### src/rtl/dma_pkg.sv
// dma_pkg: shared types and constants for the DMA request/priority controller
//   NUM_CH       number of DMA channels
//   ch_t         channel index
//   arb_state_t  request/grant FSM states
//   CMD_*_BIT    command register bit positions of the mode bits
package dma_pkg;
    localparam int NUM_CH = 4;
    localparam int CMD_DISABLE_BIT = 2;
    localparam int CMD_ROTATING_BIT = 4;
    localparam int CMD_DREQ_LOW_BIT = 6;
    localparam int CMD_DACK_HIGH_BIT = 7;
    typedef logic [1:0] ch_t;
    typedef enum logic [1:0] {IDLE, REQ, GRANT, SVC} arb_state_t;
endpackage

### src/rtl/dma_priority_arbiter_if.sv
// dma_priority_arbiter_if: DREQ/HRQ/HLDA/DACK bus and timing-control handshake
//   master: the arbiter (takes dreq/hlda/svc_done/svc_tc, drives hrq/dack/svc_start/active_ch/req_status)
//   slave:  the CPU, request sources and timing control
interface dma_priority_arbiter_if;
    import dma_pkg::*;
    logic [NUM_CH-1:0] dreq;
    logic              hlda;
    logic              hrq;
    logic [NUM_CH-1:0] dack;
    logic              svc_start;
    logic              svc_done;
    logic              svc_tc;
    ch_t               active_ch;
    logic [NUM_CH-1:0] req_status;
    modport master (
        input  dreq, hlda, svc_done, svc_tc,
        output hrq, dack, svc_start, active_ch, req_status
    );
    modport slave (
        output dreq, hlda, svc_done, svc_tc,
        input  hrq, dack, svc_start, active_ch, req_status
    );
endinterface

### src/rtl/dma_prio_encoder.sv
// dma_prio_encoder: rotating-priority encoder, channel i_ptr highest, then i_ptr+1, ... mod NUM_CH
//   i_req     pending requests
//   i_ptr     highest-priority channel (0 gives fixed priority)
//   o_winner  selected channel (i_ptr when nothing pending)
//   o_valid   any request pending
module dma_prio_encoder
    import dma_pkg::*;
(
    input  logic [NUM_CH-1:0] i_req,
    input  ch_t               i_ptr,
    output ch_t               o_winner,
    output logic              o_valid
);
    ch_t w_idx;
    // Scan from lowest to highest priority so the highest-priority hit is the last one written.
    always_comb begin
        o_winner = i_ptr;
        w_idx = i_ptr;
        for (int i = NUM_CH - 1; i >= 0; i--) begin
            w_idx = i_ptr + ch_t'(i);
            if (i_req[w_idx]) o_winner = w_idx;
        end
        o_valid = |i_req;
    end
endmodule

### src/rtl/dma_priority_arbiter.sv
// dma_priority_arbiter: 8237A-style DREQ qualification, channel priority and HRQ/HLDA/DACK handshake
//   i_clk, i_reset      clock, synchronous active-high reset
//   bus (master)        dreq/hlda in; hrq/dack/svc_start/active_ch/req_status out; svc_done/svc_tc in
//   i_cmd_disable       block new HRQ;   i_cmd_rotating  rotating priority
//   i_cmd_dreq_low      DREQ active low; i_cmd_dack_high DACK active high
//   i_mask_we/wdata     write all mask bits (1 = masked)
//   i_req_we/ch/val     set or clear one software request bit
//   i_autoinit          per-channel autoinitialize: TC does not mask the channel
module dma_priority_arbiter
    import dma_pkg::*;
#(
    parameter int SYNC_STAGES = 2
) (
    input  logic                  i_clk,
    input  logic                  i_reset,
    dma_priority_arbiter_if.master bus,
    input  logic                  i_cmd_disable,
    input  logic                  i_cmd_rotating,
    input  logic                  i_cmd_dreq_low,
    input  logic                  i_cmd_dack_high,
    input  logic                  i_mask_we,
    input  logic [NUM_CH-1:0]     i_mask_wdata,
    input  logic                  i_req_we,
    input  ch_t                   i_req_ch,
    input  logic                  i_req_val,
    input  logic [NUM_CH-1:0]     i_autoinit
);
    arb_state_t r_state, w_next;
    logic [NUM_CH-1:0] r_mask, r_sw_req, r_req_status;
    logic [NUM_CH-1:0] w_sreq, w_eff_req, w_onehot, w_grant, w_tc_clr, w_tc_mask, w_mask_next, w_sw_sel, w_sw_next;
    ch_t r_ptr, r_active_ch, w_ptr, w_winner;
    logic w_valid, w_done, w_tc;

    // Polarity is normalised before the synchroniser so every stage holds active-high requests.
    genvar s;
    generate
        for (s = 0; s < SYNC_STAGES; s++) begin : g_sync
            logic [NUM_CH-1:0] r_q;
            if (s == 0) begin : g_first
                always_ff @(posedge i_clk) r_q <= i_reset ? '0 : bus.dreq ^ {NUM_CH{i_cmd_dreq_low}};
            end else begin : g_next
                always_ff @(posedge i_clk) r_q <= i_reset ? '0 : g_sync[s-1].r_q;
            end
        end
    endgenerate
    assign w_sreq = g_sync[SYNC_STAGES-1].r_q;
    assign w_eff_req = (w_sreq & ~r_mask) | r_sw_req;
    assign w_ptr = i_cmd_rotating ? r_ptr : '0;

    dma_prio_encoder u_enc (
        .i_req    (w_eff_req),
        .i_ptr    (w_ptr),
        .o_winner (w_winner),
        .o_valid  (w_valid)
    );

    always_comb begin
        w_next = r_state;
        case (r_state)
            IDLE:    w_next = (|w_eff_req && !i_cmd_disable) ? REQ : IDLE;
            REQ:     w_next = !bus.hlda ? REQ : (w_valid ? GRANT : IDLE);
            GRANT:   w_next = bus.hlda ? SVC : IDLE;
            SVC:     w_next = (!bus.hlda || bus.svc_done) ? IDLE : SVC;
            default: w_next = IDLE;
        endcase
        w_onehot = NUM_CH'(1) << r_active_ch;
        w_grant = (r_state == GRANT || r_state == SVC) ? w_onehot : '0;
        // An HLDA drop overrides svc_done: aborted services leave mask, sw_req and pointer alone.
        w_done = r_state == SVC && bus.hlda && bus.svc_done;
        w_tc = w_done && bus.svc_tc;
        w_tc_clr = w_tc ? w_onehot : '0;
        w_tc_mask = (w_tc && !i_autoinit[r_active_ch]) ? w_onehot : '0;
        // TC effects are applied after the register writes so they win on their own bit.
        w_mask_next = (i_mask_we ? i_mask_wdata : r_mask) | w_tc_mask;
        w_sw_sel = i_req_we ? (NUM_CH'(1) << i_req_ch) : '0;
        w_sw_next = (i_req_val ? (r_sw_req | w_sw_sel) : (r_sw_req & ~w_sw_sel)) & ~w_tc_clr;
    end

    always_ff @(posedge i_clk) begin
        if (i_reset) begin
            r_state <= IDLE;
            r_mask <= '1;
            r_sw_req <= '0;
            r_req_status <= '0;
            r_ptr <= '0;
            r_active_ch <= '0;
        end else begin
            r_state <= w_next;
            r_mask <= w_mask_next;
            r_sw_req <= w_sw_next;
            r_req_status <= w_eff_req;
            if (w_done && i_cmd_rotating) r_ptr <= r_active_ch + ch_t'(1);
            if (r_state == REQ && bus.hlda && w_valid) r_active_ch <= w_winner;
        end
    end

    assign bus.hrq = r_state != IDLE;
    assign bus.svc_start = r_state == GRANT;
    assign bus.dack = ~(w_grant ^ {NUM_CH{i_cmd_dack_high}});
    assign bus.active_ch = r_active_ch;
    assign bus.req_status = r_req_status;
endmodule

### src/flat_wrapper.sv
// flat-port wrapper written by rule: the top's interface ports become plain ports
module dma_priority_arbiter_flat import dma_pkg::*;
#(
    parameter int SYNC_STAGES = 2
)
  (i_clk, i_reset, i_cmd_disable, i_cmd_rotating, i_cmd_dreq_low, i_cmd_dack_high, i_mask_we, i_mask_wdata, i_req_we, i_req_ch, i_req_val, i_autoinit, bus_dreq, bus_hlda, bus_svc_done, bus_svc_tc, bus_hrq, bus_dack, bus_svc_start, bus_active_ch, bus_req_status);
  dma_priority_arbiter_if bus_i ();
  input  logic i_clk;
  input  logic i_reset;
  input  logic i_cmd_disable;
  input  logic i_cmd_rotating;
  input  logic i_cmd_dreq_low;
  input  logic i_cmd_dack_high;
  input  logic i_mask_we;
  input  logic [NUM_CH-1:0] i_mask_wdata;
  input  logic i_req_we;
  input  ch_t i_req_ch;
  input  logic i_req_val;
  input  logic [NUM_CH-1:0] i_autoinit;
  input wire logic [$bits(bus_i.dreq)-1:0] bus_dreq;
  input wire logic [$bits(bus_i.hlda)-1:0] bus_hlda;
  input wire logic [$bits(bus_i.svc_done)-1:0] bus_svc_done;
  input wire logic [$bits(bus_i.svc_tc)-1:0] bus_svc_tc;
  output wire logic [$bits(bus_i.hrq)-1:0] bus_hrq;
  output wire logic [$bits(bus_i.dack)-1:0] bus_dack;
  output wire logic [$bits(bus_i.svc_start)-1:0] bus_svc_start;
  output wire logic [$bits(bus_i.active_ch)-1:0] bus_active_ch;
  output wire logic [$bits(bus_i.req_status)-1:0] bus_req_status;
  assign bus_i.dreq = bus_dreq;
  assign bus_i.hlda = bus_hlda;
  assign bus_i.svc_done = bus_svc_done;
  assign bus_i.svc_tc = bus_svc_tc;
  assign bus_hrq = bus_i.hrq;
  assign bus_dack = bus_i.dack;
  assign bus_svc_start = bus_i.svc_start;
  assign bus_active_ch = bus_i.active_ch;
  assign bus_req_status = bus_i.req_status;
  dma_priority_arbiter #(.SYNC_STAGES(SYNC_STAGES)) u_core (.i_clk(i_clk), .i_reset(i_reset), .bus(bus_i), .i_cmd_disable(i_cmd_disable), .i_cmd_rotating(i_cmd_rotating), .i_cmd_dreq_low(i_cmd_dreq_low), .i_cmd_dack_high(i_cmd_dack_high), .i_mask_we(i_mask_we), .i_mask_wdata(i_mask_wdata), .i_req_we(i_req_we), .i_req_ch(i_req_ch), .i_req_val(i_req_val), .i_autoinit(i_autoinit));
endmodule
### config.mk
export PLATFORM = sky130hd
export DESIGN_NAME = dma_priority_arbiter_flat
export DESIGN_NICKNAME = d
export VERILOG_FILES = /design/src/rtl/dma_pkg.sv /design/src/rtl/dma_priority_arbiter_if.sv /design/src/rtl/dma_prio_encoder.sv /design/src/rtl/dma_priority_arbiter.sv /design/src/flat_wrapper.sv
export SDC_FILE = /design/constraint.sdc
export NUM_CORES = 1
export LEC_CHECK = 0
export CAP_MARGIN = 25
export CORE_ASPECT_RATIO = 1.1
export CORE_MARGIN = 4
export CORE_UTILIZATION = 48
export DETAILED_ROUTE_END_ITERATION = 16
export GPL_ROUTABILITY_DRIVEN = 0
export GPL_TIMING_DRIVEN = 0
export PLACE_DENSITY = 0.79
export SYNTH_ARGS = -nofsm -noshare
export SYNTH_HDL_FRONTEND = slang
export SYNTH_SLANG_ARGS = --single-unit
### constraint.sdc
create_clock -name i_clk -period 3.25 [get_ports i_clk]
set_input_delay 0.325 -clock i_clk [delete_from_list [all_inputs] [get_ports i_clk]]
set_output_delay 0.325 -clock i_clk [all_outputs]
set_load 0.1 [all_outputs]
==> Word level (Yosys, flattened, before mapping) <==
Index checks and enable logic that the tools add are counted.
W data, S select, Z words.
{ "word_totals": {"elab_cells": 77, "reg_bits": 26} }
{ "op_classes": {"add_sub_neg": 4, "order_cmp": 5, "n_mux": 27, "bitwise": 12, "n_reduce_logical": 16, "shift": 2, "n_eq_ne": 3} }
{ "ops": {"columns": ["operator", "n"], "rows": [
  ["$mux W4", 6],
  ["$mux W2", 9],
  ["$not A4 Y4", 4],
  ["$lt A2 B3 Y1 const B", 5],
  ["$and A4 B4 Y4", 3],
  ["$or A4 B4 Y4", 3],
  ["$bmux W1 S2", 5],
  ["$logic_and A1 B1 Y1", 8],
  ["$pmux W2 S4", 1],
  ["$shl A1 B2 Y4 const A", 2],
  ["$xor A4 B4 Y4", 2],
  ["$mux W1", 6],
  ["$add A2 B1 Y2 const B", 2],
  ["$add A2 B2 Y2 const B", 2],
  ["$eq A2 B2 Y1 const B", 2],
  ["$reduce_or A4 Y1", 1],
  ["$logic_not A1 Y1", 3],
  ["$eq A2 B1 Y1 const B", 1],
  ["$logic_not A2 Y1", 1],
  ["$logic_or A1 B1 Y1", 2],
  ["$reduce_bool A2 Y1", 1]
]} }

==> Logic depth before layout (Yosys ltp) <==
{ "depth": {"depth_word": 9, "depth_mapped": 7, "mapped_depth_nobuf": 6} }

==> Cells and area by module <==
From an unflattened synthesis, not the netlist that was laid out.
{ "unflattened": {"hier_cells": 143, "hier_area_um2": 1262.5} }
{ "modules_own_cells": {"columns": ["mod", "seq_area_each_um2", "cells_per_inst", "n_inst", "area_per_inst_um2"], "rows": [
  ["dma_priority_arbiter", 520.5, 127, 1, 1162.4],
  ["dma_prio_encoder", 0.0, 16, 1, 100.1]
]} }

==> Worst setup path before layout <==
No wires, ideal clock.
{ "synth_timing": {"path_type": "reg-to-output", "from": "reg u_core.r_active_ch[0], in the netlist u_core.bus.active_ch[0]", "to": "out bus_dack[2]", "required_ns": 2.925, "slack_ns": -0.071, "arrival_time_ns": 2.996, "path_stages_with_launch": 5, "path_buffers": 0, "cell_sequence": "dfxtp_1 inv_1 ha_1 nand2_1 xor2_1"} }
{ "synth_between": {"elab_chain_cells": 4} }
{ "synth_rtl": {"columns": ["element", "line_no", "rtl"], "rows": [
  ["start, declared", "dma_priority_arbiter.sv:31", "ch_t r_ptr, r_active_ch, w_ptr, w_winner;"],
  ["start signal, assigned", "dma_priority_arbiter.sv:93", "if (r_state == REQ && bus.hlda && w_valid) r_active_ch <= w_winner;"],
  ["$shl A1 B2 Y4", "dma_priority_arbiter.sv:66", "w_onehot = NUM_CH'(1) << r_active_ch;"],
  ["$mux W4", "dma_priority_arbiter.sv:67", "w_grant = (r_state == GRANT || r_state == SVC) ? w_onehot : '0;"],
  ["$xor A4 B4 Y4", "dma_priority_arbiter.sv:99", "assign bus.dack = ~(w_grant ^ {NUM_CH{i_cmd_dack_high}});"],
  ["$not A4 Y4", "dma_priority_arbiter.sv:99", null],
  ["end, declared", "flat_wrapper.sv:25", "output wire logic [$bits(bus_i.dack)-1:0] bus_dack;"]
]} }
Every way passes these cells.

==> Worst setup path after layout <==
Ends and elaborated chain as after synthesis.

==> flow_summary_export.csv <==
group,metric,value,unit
outcome,status,"finished, final reports clean",
pwr,power_frac_comb,24.4,%
place,place_area,1860,µm²
cells_and_area,num-nets-final,225,
setup_path,cp_max_fo,6,
cts,insertion_delay,320,ps
routing,drt-total-wl,3450,µm
cts,cts_root_buffer,"clkbuf_4",
place,placed_cells,223,
global_routing,grt_usage,19.4,%
synth,synthFlopType,"dfxtp_1",
setup_path,slowest_delay,1160,ps
setup_path,cp.required,2920,ps
setup_path,critical_path_class,"reg2out",
floorplan,die_area,4000,µm²
timing,finalClockSkew,8.20,ps
cts,cts_max_level,1,
synth,yosysSeqAreaShare,35.5,%
cts,post_cts_resized,0,
setup_path,critPathLaunchType,"register",
cells_and_area,num_antenna_cells,0,
pwr,pwr-share-seq,51.3,%
routing,vias,1303,
setup_path,critPathArrivalTime,2620,ps
floorplan,coreArea,2850,µm²
setup_path,crit_buf_inv,2,
timing,drv_slew,0,
timing,post-route-period-util,90.8,%
synth,synth.area.top_cells,"dfxtp_1 (35%), nor2_1 (4.9%), ha_1 (3.4%), mux2i_1 (3.4%), nand2_1 (3.3%)",
cts,clock-sinks,26,
pwr,total_power,0.667,mW
timing,hold_viol,0,
timing,fin_tns_setup,0,ps
synth,ys_types,49,
timing,rsz0062_at_grt,"no",
timing,setup_ws,300,ps
synth,avgSynthCellArea,9.40,µm²
routing,via_per_inst,5.74,
cts,cts.clk_slew.worst_paths,140,ps
cells_and_area,mostFrequentLayoutCells,"clkdlybuf4s50_1 (34), dfxtp_1 (26), nor2_1 (19)",
cells_and_area,finish.utilization,66.6,%
global_routing,antenna_found_initial,0,
cts,clockBufferDepth,2,
synth,synthArstFlopShare,0,%
timing,hold_ws,195,ps
cts,cts_buffers,3,
global_routing,grt_pass1_wl,5850,µm
timing,fmax,0.339,GHz
synth,syn_area,1470,µm²
global_routing,grt_overflow,0,
timing,slew-limit-headroom,34.1,%
cells_and_area,fin_area,1900,µm²
timing,period_needed,2950,ps
floorplan,initial_utilization,51.4,%
timing,tightest_slew,986,ps
setup_path,end_kind,"primary output",
setup_path,crit_path_cell_trace,"inv_1, ha_1, nand2_1, xor2_2, clkdlybuf4s50_1",
routing,first_iter_violations,96,
hold_path,hp-class,"in2reg",
routing,ant_nets,0,
place,hpwl,2770,µm
synth,syn_nets,186,
floorplan,fp-row-count,20,
synth,ys_warn_count,0,
routing,drc,0,
floorplan,die_h,66.0,µm
place,dpl_worst_slack,604,ps
floorplan,io_pins,38,
pwr,power.switching,0.192,mW
cells_and_area,layout.cells.non_filler,227,
setup_path,path_delay_family,"buffers and inverters",
routing,first_pass_iters,4,
setup_path,critPathSlowestCell,"clkdlybuf4s50_1",
synth,synth_edf_count,0,
pwr,swShare,28.8,%
cells_and_area,drive_gt1_share,14.4,%
cells_and_area,layout_commonest_cell,"clkdlybuf4s50_1",
run,drv_cap,0,
place,port_buffers,34,
floorplan,die_width,60.7,µm
pwr,vdd_drop_max,0.286,mV
synth,synth_area_leader_cell,"dfxtp_1",
pwr,power_density,351,nW/µm²
synth,postSynthCellCount,156,
timing,setup_violations,0,
cts,cts_tree,"done",
routing,avgRoutedWirePerCell,15.2,µm
cells_and_area,area_growth,29.5,%
synth,synth_top_cell_area_share,35.5,%
cts,post-cts-setup-buffers,0,
synth,synth_seq_cells,26,
cts,hold_buffers,0,
global_routing,grt_start_max_net_pins,15,
pwr,p_int,0.475,mW
pwr,clkPwrFrac,24.3,%
global_routing,first_global_vias,1292,
pwr,leakage,0.702,nW
-- cells in the mapped netlist, types with 2 or more instances --
master,n
mux2_2,4
nor2b_1,6
a211o_1,4
nor2b_4,3
xor2_1,4
and4_1,2
or2_2,2
clkbuf_1,3
clkbuf_8,2
nand2_1,13
mux2i_1,5
and2_1,2
nand3b_1,2
a31oi_1,2
buf_6,2
a21oi_1,9
dfxtp_1,26
ha_1,4
o32ai_1,2
inv_1,3
xnor2_1,4
nor2_1,19
a211oi_1,6
or3_1,2
-- logic make-up after synthesis --
family,Yosys count,synth area share [%]
XOR/XNOR,8,4.78
buffers and inverters,10,4.95
adder cells (fa/ha/maj),4,3.41
multiplexers,10,8.02
flip-flops,26,35.5
AO/OA/AOI/OAI,35,17.8
AND/OR/NAND/NOR,63,25.5
-- registers in the layout (all words and copies together), names as in the netlist --
register,count
u_core.r_mask,4
u_core.r_sw_req,4
u_core.r_state,2
u_core.bus.active_ch,2
u_core.r_ptr,2
u_core.bus.req_status,4
u_core.g_sync.r_q,8
-- path summary, 6_finish.rpt --
kind / slack, ps / to / cells past startpoint / startpoint
worst min-delay path: 190 / u_core.g_sync[1].r_q[2] / 2 / i_reset
worst min register to register: 470 / u_core.g_sync[1].r_q[2] / 1 / u_core.g_sync[0].r_q[2]
worst max register to register: 1580 / u_core.bus.active_ch[1] / 5 / u_core.r_sw_req[1]
worst max-delay path: 300 / bus_dack[2] / 5 / u_core.bus.active_ch[0]
-- layout make-up --
class / count / area, µm²
multi-input combinational: 120 / 888
fill: 246 / 953
timing repair buffer: 34 / 340
sequential: 26 / 520
inverter: 3 / 11.3
buffer: 7 / 61.3
tap: 33 / 41.3
clock buffer: 4 / 36.3
-- layer usage --
metal  global-route usage, %  routed length [µm]  up-vias
met4                    7.05                  66        0
li1                        -                   -      634
met5                       0                   0        -
met1                    23.2                1420      622
met2                    33.8                1830       39
met3                    3.13                 140        8
-- power groups by stage --
stage | Clock, mW | Sequential (mW) | Combinational [mW]
after floorplan | 0 | 0.359 | 0.0964
after global placement | 0 | 0.349 | 0.159
after detailed placement | 0 | 0.349 | 0.163
after CTS | 0.166 | 0.342 | 0.163
after global routing | 0.180 | 0.344 | 0.174
final | 0.162 | 0.342 | 0.162
No activity file was read; power rests on OpenSTA's default activity.
